--- src/rtl/dds_sweep_controller.sv ---
// dds_sweep_controller
//   Steps the DDS tuning word (phase_M) through a programmed sweep: ramp up,
//   or up-then-down in triangle mode. Each point is held for max(dwell,1)
//   clocks. The config word is accepted only while idle.
//   Optional build macro SWEEP_REPEAT_EN adds cfg_repeat (repeat+1 passes).
module dds_sweep_controller #(
  parameter int M_W     = 13,
  parameter int A_W     = 11,
  parameter int DWELL_W = 16
) (
  input  logic               clk,
  input  logic               rst,
  input  logic               cfg_valid,
  output logic               cfg_ready,
  input  logic [M_W-1:0]     cfg_start_m,
  input  logic [M_W-1:0]     cfg_stop_m,
  input  logic [M_W-1:0]     cfg_step_m,
  input  logic [DWELL_W-1:0] cfg_dwell,
  input  logic [A_W-1:0]     cfg_amp,
  input  logic [1:0]         cfg_shape,
  input  logic               cfg_mode,
`ifdef SWEEP_REPEAT_EN
  input  logic [7:0]         cfg_repeat,
`endif
  input  logic               start,
  input  logic               abort,
  output logic               busy,
  output logic               done,
  output logic               cfg_err,
  output logic               m_update,
  output logic [M_W-1:0]     phase_M,
  output logic [A_W-1:0]     signal_A,
  output logic [1:0]         signal_shape
);

  typedef enum logic [1:0] {ST_IDLE, ST_UP, ST_DOWN, ST_DONE} state_t;

  state_t             state_reg, state_next;
  logic [M_W-1:0]     start_m_reg, stop_m_reg, step_m_reg;
  logic [DWELL_W-1:0] dwell_reg;
  logic [A_W-1:0]     amp_reg;
  logic [1:0]         shape_reg;
  logic               mode_reg;
  logic [DWELL_W-1:0] cnt_reg, cnt_next;
  logic [M_W-1:0]     phase_reg, phase_next;
  logic [A_W-1:0]     sig_a_reg, sig_a_next;
  logic [1:0]         shape_out_reg, shape_out_next;
  logic               m_upd_reg, m_upd_next;
  logic               err_reg, err_next;
  logic               pass_end;
  logic [DWELL_W-1:0] dwell_last;
  logic [M_W:0]       sum_up, diff_dn;
  logic               up_ok, down_ok, tc;
`ifdef SWEEP_REPEAT_EN
  logic [7:0]         repeat_reg, pass_reg, pass_next;
`endif

  // Dwell of 0 behaves as 1: terminal count is then reached every cycle.
  assign dwell_last = (dwell_reg == '0) ? '0 : dwell_reg - DWELL_W'(1);
  assign tc         = (cnt_reg == dwell_last);
  // Sums are one bit wider so a carry reads as "above stop" and a borrow is visible.
  assign sum_up     = {1'b0, phase_reg} + {1'b0, step_m_reg};
  assign diff_dn    = {1'b0, phase_reg} - {1'b0, step_m_reg};
  assign up_ok      = (step_m_reg != '0) && (sum_up <= {1'b0, stop_m_reg});
  assign down_ok    = !diff_dn[M_W] && (diff_dn[M_W-1:0] >= start_m_reg);

  // Config word capture; only possible while idle (cfg_ready).
  always_ff @(posedge clk or negedge rst) begin
    if (!rst) begin
      start_m_reg <= '0;
      stop_m_reg  <= '0;
      step_m_reg  <= '0;
      dwell_reg   <= '0;
      amp_reg     <= '0;
      shape_reg   <= '0;
      mode_reg    <= 1'b0;
`ifdef SWEEP_REPEAT_EN
      repeat_reg  <= '0;
`endif
    end else if (cfg_valid && cfg_ready) begin
      start_m_reg <= cfg_start_m;
      stop_m_reg  <= cfg_stop_m;
      step_m_reg  <= cfg_step_m;
      dwell_reg   <= cfg_dwell;
      amp_reg     <= cfg_amp;
      shape_reg   <= cfg_shape;
      mode_reg    <= cfg_mode;
`ifdef SWEEP_REPEAT_EN
      repeat_reg  <= cfg_repeat;
`endif
    end
  end

  // State register plus the datapath registers it steers.
  always_ff @(posedge clk or negedge rst) begin
    if (!rst) begin
      state_reg     <= ST_IDLE;
      cnt_reg       <= '0;
      phase_reg     <= '0;
      sig_a_reg     <= '0;
      shape_out_reg <= '0;
      m_upd_reg     <= 1'b0;
      err_reg       <= 1'b0;
`ifdef SWEEP_REPEAT_EN
      pass_reg      <= '0;
`endif
    end else begin
      state_reg     <= state_next;
      cnt_reg       <= cnt_next;
      phase_reg     <= phase_next;
      sig_a_reg     <= sig_a_next;
      shape_out_reg <= shape_out_next;
      m_upd_reg     <= m_upd_next;
      err_reg       <= err_next;
`ifdef SWEEP_REPEAT_EN
      pass_reg      <= pass_next;
`endif
    end
  end

  // Next-state and next-datapath decode; abort overrides everything outside IDLE.
  always_comb begin
    state_next     = state_reg;
    cnt_next       = cnt_reg;
    phase_next     = phase_reg;
    sig_a_next     = sig_a_reg;
    shape_out_next = shape_out_reg;
    m_upd_next     = 1'b0;
    err_next       = 1'b0;
    pass_end       = 1'b0;
`ifdef SWEEP_REPEAT_EN
    pass_next      = pass_reg;
`endif
    case (state_reg)
      ST_IDLE: begin
        if (start && !abort) begin
          if (start_m_reg > stop_m_reg) begin
            err_next = 1'b1;
          end else begin
            state_next     = ST_UP;
            phase_next     = start_m_reg;
            sig_a_next     = amp_reg;
            shape_out_next = shape_reg;
            m_upd_next     = 1'b1;
            cnt_next       = '0;
`ifdef SWEEP_REPEAT_EN
            pass_next      = '0;
`endif
          end
        end
      end
      ST_UP: begin
        if (!tc) begin
          cnt_next = cnt_reg + DWELL_W'(1);
        end else begin
          cnt_next = '0;
          if (up_ok) begin
            phase_next = sum_up[M_W-1:0];
            m_upd_next = 1'b1;
          end else if (mode_reg && (phase_reg != start_m_reg)) begin
            state_next = ST_DOWN;
            phase_next = diff_dn[M_W-1:0];
            m_upd_next = 1'b1;
          end else begin
            pass_end = 1'b1;
          end
        end
      end
      ST_DOWN: begin
        if (!tc) begin
          cnt_next = cnt_reg + DWELL_W'(1);
        end else begin
          cnt_next = '0;
          if (down_ok) begin
            phase_next = diff_dn[M_W-1:0];
            m_upd_next = 1'b1;
          end else begin
            pass_end = 1'b1;
          end
        end
      end
      default: state_next = ST_IDLE;
    endcase

    // End of a pass: either restart from start_m (more passes left) or finish.
    if (pass_end) begin
`ifdef SWEEP_REPEAT_EN
      if (pass_reg != repeat_reg) begin
        pass_next  = pass_reg + 8'd1;
        state_next = ST_UP;
        phase_next = start_m_reg;
        m_upd_next = 1'b1;
      end else begin
        state_next = ST_DONE;
      end
`else
      state_next = ST_DONE;
`endif
    end

    if (abort && (state_reg != ST_IDLE)) begin
      state_next = ST_IDLE;
      phase_next = '0;
      sig_a_next = '0;
      m_upd_next = 1'b1;
      err_next   = 1'b0;
    end
  end

  // Output decode from state and registered datapath.
  always_comb begin
    cfg_ready    = (state_reg == ST_IDLE);
    busy         = (state_reg == ST_UP) || (state_reg == ST_DOWN);
    done         = (state_reg == ST_DONE);
    cfg_err      = err_reg;
    m_update     = m_upd_reg;
    phase_M      = phase_reg;
    signal_A     = sig_a_reg;
    signal_shape = shape_out_reg;
  end

endmodule
--- config.mk ---
export PLATFORM = sky130hd
export DESIGN_NAME = dds_sweep_controller
export DESIGN_NICKNAME = d
export VERILOG_FILES = /design/src/rtl/dds_sweep_controller.sv
export SDC_FILE = /design/constraint.sdc
export NUM_CORES = 1
export LEC_CHECK = 0
export CORE_MARGIN = 3
export CORE_UTILIZATION = 61
export CTS_CLUSTER_DIAMETER = 30
export DETAILED_ROUTE_END_ITERATION = 10
export PLACE_DENSITY = 0.95
export SYNTH_ARGS = -nofsm -noshare
export SYNTH_HDL_FRONTEND = slang
export SYNTH_SLANG_ARGS = --single-unit
--- constraint.sdc ---
create_clock -name clk -period 7.4 [get_ports clk]
set_clock_uncertainty 0.1 [all_clocks]
set_input_delay 1.11 -clock clk [delete_from_list [all_inputs] [get_ports clk]]
set_output_delay 1.11 -clock clk [all_outputs]
set_load 0.02 [all_outputs]
==> reports/metrics.csv <==
stage,metric,value,unit
run_status,outcome,completed,
detailed_routing,Final ANT Viol Nets,0,
yosys,top-count cell post-synth,dfrtp_1,
power,LEAKAGE,4.18,nW
yosys,synthesis warning total,0,
global_routing,vias in the first global route,6678,
power,part of the power in registers,23.1,%
global_routing,Total Routing Usage GR,29.2,%
detailed_routing,Initial DRT Pass Iterations,8,
power,total power,5.35,mW
cells_and_area,nets,1051,
cells_and_area,Finished Layout Cells,1089,
yosys,Post-synth EDFFs,0,
die,# rows,41,
power,PwrDens,550,mW/mm2
detailed_routing,1st-iter DRT viols,802,
timing,Setup WS post-layout,1.84,ns
power,sw power,2.52,mW
timing,post-layout minimum cycle time,5.56,ns
detailed_routing,DRC,0,
die,# IOs,105,
place,routability congestion estimate,0.950,
yosys,post-synth top area share,35.9,%
setup_path,Worst setup endpoint,phase_M[2],
cells_and_area,Layout area overhead,21.4,%
place,Post-DP Area,0.00913,mm2
yosys,cell taking the most area after synthesis,dfrtp_1,
timing,worst hold slack,0.387,ns
timing,Slew Limit Fails,0,
global_routing,largest net degree at the start of global routing,71,
clock_tree,# resized after CTS,0,
yosys,Post-synth top flop,dfrtp_1,
yosys,Avg Inst Size Synth,9.83,um2
power,VDD IR-drop max,281,uV
detailed_routing,DRT Wirelength,20.7,mm
clock_tree,"CTS clk-pin slew, worst paths",0.06,ns
timing,Rel. slew slack,27.6,%
die,core area,0.0127,mm2
place,Inst Count DP,1057,
die,Die Y,121,um
setup_path,Crit Path Max Fanout,13,
power,Comb pwr share,61.1,%
cells_and_area,Reg area,0.00288,mm2
timing,Tcrit/Tclk final,75.1,%
global_routing,total grt overflow,0,
place,DP HPWL,14.8,mm
setup_path,Critical Path Source Type,flip-flop,
yosys,"flops & latches, synth",115,
yosys,synthesized net count,962,
clock_tree,CTS Buf Count,17,
setup_path,RR Startpoint,phase_M[2],
timing,unrepaired setup endpoints after global routing,false,
clock_tree,CTS Sinks,115,
flow_run,Max-Cap Viols,0,
yosys,Syn Std Cell Area,0.00801,mm2
detailed_routing,DR vias,6817,
cells_and_area,Util after Layout,76.5,%
clock_tree,Clock Path Buffers,2,
power,Net Sw Frac,47.1,%
cells_and_area,fin area,0.00973,mm2
yosys,Post-synth top cells,"115 x dfrtp_1, 71 x ha_1, 71 x mux2_2",
yosys,"Seq/Total Area, Yosys",35.9,%
detailed_routing,via/cell ratio,6.26,
die,initial core utilization,63.0,%
yosys,Mapped Cells,815,
timing,endpoints failing setup,0,
hold_path,worst min path class,flip-flop to flip-flop,
setup_path,CP endpoint kind,flip-flop,
yosys,"Distinct cells, synth",67,
clock_tree,cts hold-fix bufs,0,
setup_path,RR Endpoint,phase_M[2],
cells_and_area,share of cells above drive strength 1,12.8,%
power,clock network power share,15.8,%
setup_path,CP startpoint,phase_M[2],
timing,slew at the pin closest to its max-slew limit,1.08,ns
die,die area,0.0145,mm2
global_routing,initial antenna violation count,0,
hold_path,Hold Crit Depth,1,
timing,fmax,180,MHz
setup_path,CP arrival,5.82,ns
setup_path,crit path kind,flip-flop to flip-flop,
global_routing,first-pass GRT wire length,33.5,mm
clock_tree,Root Buffer,clkbuf_16,
setup_path,r2r setup slk,1.84,ns
power,Int Power,2.83,mW
setup_path,R2R depth,14,
detailed_routing,WL/cell,19.0,um
setup_path,"Req. time, crit path",7.66,ns
clock_tree,CTS H-Tree Depth,4,
place,PortBufs,104,
cells_and_area,FILL cells,869,
timing,setup TNS,0,ns
die,die width,121,um
place,worst slack at placement,2.07,ns
yosys,Area contributors post-synth,"dfrtp_1 36%, ha_1 11%, mux2_2 10%",
yosys,Async SR Flop Fraction,100,%
clock_tree,CTS tree,built,
clock_tree,worst-skew pair later-pin latency,0.43,ns
cells_and_area,multi-input combinational cell area,0.00473,mm2
timing,final hold viol count,0,
clock_tree,Post-CTS Setup Bufs,0,
cells_and_area,ANT cells,0,
-- power by group through the flow --
stage          combinational [mW]  clock [mW]  sequential (mW)
3_5_place_dp                 3.13           0             1.22
4_1_cts                      3.19       0.847             1.22
5_1_grt                      3.55       0.881             1.27
3_3_place_gp                 3.01           0             1.21
2_1_floorplan                2.29           0             1.18
6_report                     3.27       0.846             1.24
-- critical path, stage by stage, from the launching register on --
cell	delay, ns
dfrtp_1	0.44
ha_1	0.44
nor2b_1	0.21
o31ai_1	0.38
a211oi_1	0.14
a2111oi_0	0.73
xnor2_1	0.24
ha_1	0.37
a2111oi_0	0.42
a21oi_1	0.13
o31a_1	0.25
o21ai_0	0.35
nor2_1	0.15
o31ai_2	0.88
a22o_1	0.27
-- kinds of logic (layout without fill, tap and decap cells) --
group	after synthesis	in the layout	share of synthesized area, %
AND/OR/NAND/NOR	208	208	13.3
XOR/XNOR	60	60	6.73
flip-flops	115	115	35.9
multiplexers	82	82	11.4
buffers and inverters	102	204	5.21
AO/OA/AOI/OAI	175	175	15.9
adder cells (fa/ha/maj)	73	73	11.6
-- metal layers --
metal  vias to the layer above  GRT usage [%]  part of all wire [%]
li1                       3148              -                     -
met1                      3254           38.3                    41
met2                       342           45.5                    46
met3                        73           9.59                   9.6
met4                         0           9.99                   3.3
met5                         -              0                     0
-- how the worst min path moves through the flow --
stage / slack (ns) / end / start
global placement: 0.37 / signal_A[0] / amp_reg[0]
global route: 0.41 / signal_A[0] / amp_reg[0]
floorplan: 0.36 / signal_A[0] / amp_reg[0]
finish: 0.39 / signal_A[10] / amp_reg[10]
CTS: 0.39 / signal_A[3] / amp_reg[3]
detailed placement: 0.37 / signal_A[3] / amp_reg[3]
-- cell usage in the layout (no fill, tap or decap), types with 22 or more instances in the layout --
master and instances:
dfrtp_1 115, clkdlybuf4s50_1 103, mux2_2 71, ha_1 71
inv_1 64, nor2_1 59, xnor2_1 41, a21oi_1 37
nand2_1 32, nor3_1 26, o21ai_0 22
-- cell type report --
class                   count  share of cell area, %
clock buffers              20                   4.59
clock inverters            12                   1.62
inverters                  64                   2.47
well taps                 172                   2.21
flip-flops and latches    115                   29.6
multi-input cells         598                   48.6
repair buffers            108                   11.0
No activity file was read; power rests on OpenSTA's default activity.
